## config.mk

```make
export PLATFORM = sky130hd
export DESIGN_NAME = demux14_stream_flat
export DESIGN_NICKNAME = d
export VERILOG_FILES = /design/src/rtl/demux14_stream_if.sv /design/src/rtl/demux14_stream.sv /design/src/flat_wrapper.sv
export SDC_FILE = /design/constraint.sdc
export NUM_CORES = 1
export LEC_CHECK = 0
export CAP_MARGIN = 20
export CORE_MARGIN = 4
export CORE_UTILIZATION = 35
export CTS_CLUSTER_SIZE = 12
export DETAILED_ROUTE_END_ITERATION = 12
export PLACE_DENSITY_LB_ADDON = 0.05
export SETUP_SLACK_MARGIN = 0.02
export SLEW_MARGIN = 30
export SYNTH_ARGS = -nofsm -noshare
export SYNTH_HDL_FRONTEND = slang
export SYNTH_SLANG_ARGS = --single-unit
```

## constraint.sdc

```tcl
create_clock -name clk -period 3.65 [get_ports clk]
set_input_delay 0.73 -clock clk [delete_from_list [all_inputs] [get_ports clk]]
set_output_delay 0.73 -clock clk [all_outputs]
set_load 0.01 [all_outputs]
```

## src/rtl/demux14_stream_if.sv

```systemverilog
// Stream bundle for the 1-to-4 demux.
// Producer side plus four consumer channels and the accept counter.
interface demux14_stream_if #(
  parameter int W  = 8,
  parameter int CW = 8
);
  logic [W-1:0]  d;
  logic [1:0]    s;
  logic          in_valid;
  logic          in_ready;
  logic [W-1:0]  y1;
  logic [W-1:0]  y2;
  logic [W-1:0]  y3;
  logic [W-1:0]  y4;
  logic          y1_valid;
  logic          y2_valid;
  logic          y3_valid;
  logic          y4_valid;
  logic          y1_ready;
  logic          y2_ready;
  logic          y3_ready;
  logic          y4_ready;
  logic [CW-1:0] xfer_cnt;

  modport slave (
    input  d, s, in_valid,
    input  y1_ready, y2_ready,
    input  y3_ready, y4_ready,
    output in_ready,
    output y1, y2, y3, y4,
    output y1_valid, y2_valid,
    output y3_valid, y4_valid,
    output xfer_cnt
  );

  modport master (
    output d, s, in_valid,
    output y1_ready, y2_ready,
    output y3_ready, y4_ready,
    input  in_ready,
    input  y1, y2, y3, y4,
    input  y1_valid, y2_valid,
    input  y3_valid, y4_valid,
    input  xfer_cnt
  );
endinterface

```

## src/rtl/demux14_stream.sv

```systemverilog
// Registered 1-to-4 stream demux.
// One holding register per channel; a stalled channel blocks only itself.
module demux14_stream #(
  parameter int W  = 8,
  parameter int CW = 8
) (
  input logic             clk,
  input logic             rst_n,
  demux14_stream_if.slave bus
);

  logic [W-1:0]  y_q [4];
  logic [W-1:0]  y_d [4];
  logic [3:0]    vld_q;
  logic [3:0]    vld_d;
  logic [CW-1:0] cnt_q;
  logic [CW-1:0] cnt_d;
  logic [3:0]    rdy;
  logic          in_ready;
  logic          acc;

  assign rdy = {bus.y4_ready, bus.y3_ready,
                bus.y2_ready, bus.y1_ready};

  // Ready looks only at the selected channel, never at in_valid
  always_comb begin
    in_ready = !vld_q[bus.s] || rdy[bus.s];
    acc      = bus.in_valid && in_ready;
  end

  // Per-channel next state: write wins over drain, so no bubble
  always_comb begin
    cnt_d = cnt_q + CW'(acc);
    for (int i = 0; i < 4; i++) begin
      y_d[i]   = y_q[i];
      vld_d[i] = vld_q[i];
      if (acc && bus.s == 2'(i)) begin
        y_d[i]   = bus.d;
        vld_d[i] = 1'b1;
      end else if (vld_q[i] && rdy[i]) begin
        vld_d[i] = 1'b0;
      end
    end
  end

  // Channel registers and accept counter
  always_ff @(posedge clk or negedge rst_n) begin
    if (!rst_n) begin
      for (int i = 0; i < 4; i++) y_q[i] <= '0;
      vld_q <= '0;
      cnt_q <= '0;
    end else begin
      for (int i = 0; i < 4; i++) y_q[i] <= y_d[i];
      vld_q <= vld_d;
      cnt_q <= cnt_d;
    end
  end

  assign bus.in_ready = in_ready;
  assign bus.y1       = y_q[0];
  assign bus.y2       = y_q[1];
  assign bus.y3       = y_q[2];
  assign bus.y4       = y_q[3];
  assign bus.y1_valid = vld_q[0];
  assign bus.y2_valid = vld_q[1];
  assign bus.y3_valid = vld_q[2];
  assign bus.y4_valid = vld_q[3];
  assign bus.xfer_cnt = cnt_q;

endmodule

```

## src/flat_wrapper.sv

```systemverilog
// flat-port wrapper written by rule: the top's interface ports become plain ports
module demux14_stream_flat 
#(
  parameter int W  = 8,
  parameter int CW = 8
)
  (clk, rst_n, bus_d, bus_s, bus_in_valid, bus_y1_ready, bus_y2_ready, bus_y3_ready, bus_y4_ready, bus_in_ready, bus_y1, bus_y2, bus_y3, bus_y4, bus_y1_valid, bus_y2_valid, bus_y3_valid, bus_y4_valid, bus_xfer_cnt);
  demux14_stream_if #(.W(W), .CW(CW)) bus_i ();
  input logic clk;
  input logic rst_n;
  input wire logic [$bits(bus_i.d)-1:0] bus_d;
  input wire logic [$bits(bus_i.s)-1:0] bus_s;
  input wire logic [$bits(bus_i.in_valid)-1:0] bus_in_valid;
  input wire logic [$bits(bus_i.y1_ready)-1:0] bus_y1_ready;
  input wire logic [$bits(bus_i.y2_ready)-1:0] bus_y2_ready;
  input wire logic [$bits(bus_i.y3_ready)-1:0] bus_y3_ready;
  input wire logic [$bits(bus_i.y4_ready)-1:0] bus_y4_ready;
  output wire logic [$bits(bus_i.in_ready)-1:0] bus_in_ready;
  output wire logic [$bits(bus_i.y1)-1:0] bus_y1;
  output wire logic [$bits(bus_i.y2)-1:0] bus_y2;
  output wire logic [$bits(bus_i.y3)-1:0] bus_y3;
  output wire logic [$bits(bus_i.y4)-1:0] bus_y4;
  output wire logic [$bits(bus_i.y1_valid)-1:0] bus_y1_valid;
  output wire logic [$bits(bus_i.y2_valid)-1:0] bus_y2_valid;
  output wire logic [$bits(bus_i.y3_valid)-1:0] bus_y3_valid;
  output wire logic [$bits(bus_i.y4_valid)-1:0] bus_y4_valid;
  output wire logic [$bits(bus_i.xfer_cnt)-1:0] bus_xfer_cnt;
  assign bus_i.d = bus_d;
  assign bus_i.s = bus_s;
  assign bus_i.in_valid = bus_in_valid;
  assign bus_i.y1_ready = bus_y1_ready;
  assign bus_i.y2_ready = bus_y2_ready;
  assign bus_i.y3_ready = bus_y3_ready;
  assign bus_i.y4_ready = bus_y4_ready;
  assign bus_in_ready = bus_i.in_ready;
  assign bus_y1 = bus_i.y1;
  assign bus_y2 = bus_i.y2;
  assign bus_y3 = bus_i.y3;
  assign bus_y4 = bus_i.y4;
  assign bus_y1_valid = bus_i.y1_valid;
  assign bus_y2_valid = bus_i.y2_valid;
  assign bus_y3_valid = bus_i.y3_valid;
  assign bus_y4_valid = bus_i.y4_valid;
  assign bus_xfer_cnt = bus_i.xfer_cnt;
  demux14_stream #(.W(W), .CW(CW)) u_core (.clk(clk), .rst_n(rst_n), .bus(bus_i));
endmodule
```

==> results.cfg <==
[status]
outcome = finished, final reports clean

[timing]
slew_violations = 0
rsz0062_at_grt = no
skew_ns = 0.00573
max_freq_mhz = 316
setup_violations = 0
finalCritPeriodShare_pct = 86.6
hold_violations = 0
relSlewSlack_pct = 60.0
tns_ns = 0
min_period_ns = 3.16
worst_slew_pin_slew_ns = 0.600

[logic_synthesis]
synthCells = 110
synth_seq_cells = 44
synth-seq-area-share_pct = 63.9
syn_avg_cell_area_sq_um = 15.7
synth_area_sq_mm = 0.00172
synth_cell_types = 17
syn_nets = 129
synth.yosys.warnings = 0

[detailed_routing]
viasPerCell = 4.67
avgRoutedWirePerCell_microns = 16.2
first_pass_iters = 4
drc = 0
vias = 1136
initialDrtViolationCount = 17
wl_microns = 3950
drtAntennaViolNets = 0

[power_and_ir_drop]
clkPwrFrac_pct = 18.9
ir_worst_vdd_uv = 264
power_leakage_nw = 1.03
seqPwrFrac_pct = 48.1
p_total_w = 0.00141
combinationalPowerShare_pct = 32.9
swShare_pct = 27.8
powerDensity_mw_per_mm2 = 568
p_int_w = 0.00102
switchingPower_w = 0.000392

[grt]
grt_max_degree = 45
antenna_found_initial = 0
grt_pass1_vias = 1245
grt_pass1_wl_microns = 6640
grt_overflow_total = 0
grt_usage_pct = 14.3

[final_layout]
multiInputGateArea_sq_um = 617
diodes = 0
area_growth_pct = 44.3
fin_nets = 197
drive_gt1_share_pct = 24.4
fillers = 420
register_area_sq_mm = 0.00110

[setup_path]
cp_slowest_stage_delay_ns = 0.65
r2r_end = u_core.bus.xfer_cnt[6]$_DFF_PN0_
crit_fanout = 6
cpMostUsedCell = clkdlybuf4s50_1
rr_worst_depth = 7
cp.required_ns = 2.92
cp.arrival_ns = 2.43
crit_start = bus_s[1]
worstPathCellList = clkdlybuf4s50_1 -> mux4_2 -> clkdlybuf4s50_1
crit_slowest_cell = clkdlybuf4s50_1
rrSetupSlack_ns = 1.79
start_kind = primary input
crit_path_end_kind = primary output
worstSetupPathType = primary input to primary output
r2r_start = u_core.vld_q[3]$_DFFE_PN0P_
endpoint = bus_in_ready

[clock_network]
cts.sinks = 44
root_buffer = clkbuf_8
cts_resized = 0
insertion_delay_ns = 0.29
path_clk_slew_ns = 0.08
cts_setup_buffers = 0
hold_buffers = 0
cts_tree = done
cts_buffers = 5
clk_path_buf_depth = 2
cts.htree.levels = 2

[place]
place_congestion = 0.759
portBuffers = 61
hpwl_microns = 2880

[die]
die_area_sq_mm = 0.00611
initial_utilization_pct = 36.2
die_x_microns = 78.2
core-area_sq_mm = 0.00475
num_io_pins = 62
rows = 25
die_h_microns = 78.2

[job]
cap_violations = 0

[worst_hold_path]
min_path_type = primary input to async pin
synthesized netlist by cell type:
cell / count / share of area, %
mux2_2: 32 / 21
dfrtp_1: 44 / 64
nand3_1: 6 / 1.7
buf_2: 1 / 0.29
and2_1: 1 / 0.36
nor2b_1: 1 / 0.36
nand2b_1: 4 / 1.5
o21ai_0: 2 / 0.58
and3_1: 2 / 0.73
nand2_2: 1 / 0.36
nand2_1: 4 / 0.87
nor3b_1: 1 / 0.44
xnor2_1: 5 / 2.5
mux4_2: 1 / 1.3
ha_1: 2 / 1.5
xor2_1: 1 / 0.51
nor3b_4: 2 / 2.2
kinds of logic after synthesis:
| family | after synthesis | share of synthesized area (%) |
|---|---|---|
| muxes | 33 | 22.2 |
| buffers and inverters | 1 | 0.290 |
| adders and majority gates | 2 | 1.45 |
| DFF | 44 | 63.9 |
| AOI/OAI and AO/OA | 2 | 0.581 |
| and+or+nand+nor | 22 | 8.50 |
| xor gates and xnor gates | 6 | 3.05 |
critical path: cells and delay by family:
family,cells,cell delay (ns)
mux,1,0.55
buf+inv,2,1.15
final cells by class:
class / count / area share, %
clock buffer: 5 / 2.77
sequential: 44 / 44.3
tap: 67 / 3.37
multi-input combinational: 65 / 24.8
timing repair buffer: 62 / 24.8
through the flow:
stage	instances	cell area, sq um	setup slack [ns]	util [%]	hold slack [ns]
after floorplan	110	1720	1.39	-	0.434
after global placement	238	2410	0.516	50.8	0.463
after detailed placement	238	2410	0.491	50.8	0.478
after CTS	243	2480	0.491	52.2	0.493
after global routing	243	2490	0.454	52.3	0.463
final	243	2490	0.489	52.3	0.422
power groups by stage:
stage | Sequential [W] | Clock, W | Combinational, W
floorplan | 0.000735 | 0 | 0.000124
global placement | 0.000682 | 0 | 0.000464
detailed placement | 0.000691 | 0 | 0.000472
CTS | 0.000682 | 0.000279 | 0.000474
global route | 0.000699 | 0.000304 | 0.000498
finish | 0.000679 | 0.000267 | 0.000465
state kept, by name (all words and copies together), names as in the netlist:
name,cells
u_core.bus.y3,8
u_core.vld_q,4
u_core.bus.y1,8
u_core.bus.y4,8
u_core.bus.xfer_cnt,8
u_core.bus.y2,8
routing by layer:
layer | GRT usage (%) | vias to the layer above | wire, microns
li1 | - | 519 | -
met1 | 17.1 | 576 | 1590
met2 | 24.0 | 35 | 2080
met3 | 4.82 | 6 | 216
met4 | 4.72 | 0 | 57
met5 | 0 | - | 0
placed cells by master (no fill, tap or decap):
cell             netlist  layout
nand2_1                4       4
xor2_1                 1       1
mux2_2                32      32
and3_1                 2       2
nand3_1                6       6
xnor2_1                5       5
and2_1                 1       1
nor3b_4                2       2
ha_1                   2       2
buf_4                  0       2
o21ai_0                2       2
nor2b_1                1       1
dfrtp_1               44      44
clkbuf_8               0       5
nand2_2                1       1
mux4_2                 1       1
nand2b_1               4       4
clkdlybuf4s50_1        0      60
nor3b_1                1       1
worst min-delay path by stage:
stage	from	to	slack (ns)	cells past startpoint
after global routing	rst_n	u_core.bus.xfer_cnt[3]$_DFF_PN0_	0.46	1
final	rst_n	u_core.bus.xfer_cnt[2]$_DFF_PN0_	0.42	1
after global placement	u_core.bus.xfer_cnt[7]$_DFF_PN0_	u_core.bus.xfer_cnt[7]$_DFF_PN0_	0.46	1
after detailed placement	u_core.bus.xfer_cnt[7]$_DFF_PN0_	u_core.bus.xfer_cnt[7]$_DFF_PN0_	0.48	1
after floorplan	rst_n	u_core.bus.xfer_cnt[0]$_DFF_PN0_	0.43	0
after CTS	u_core.bus.xfer_cnt[7]$_DFF_PN0_	u_core.bus.xfer_cnt[7]$_DFF_PN0_	0.49	1
No activity file was read; power rests on OpenSTA's default activity.
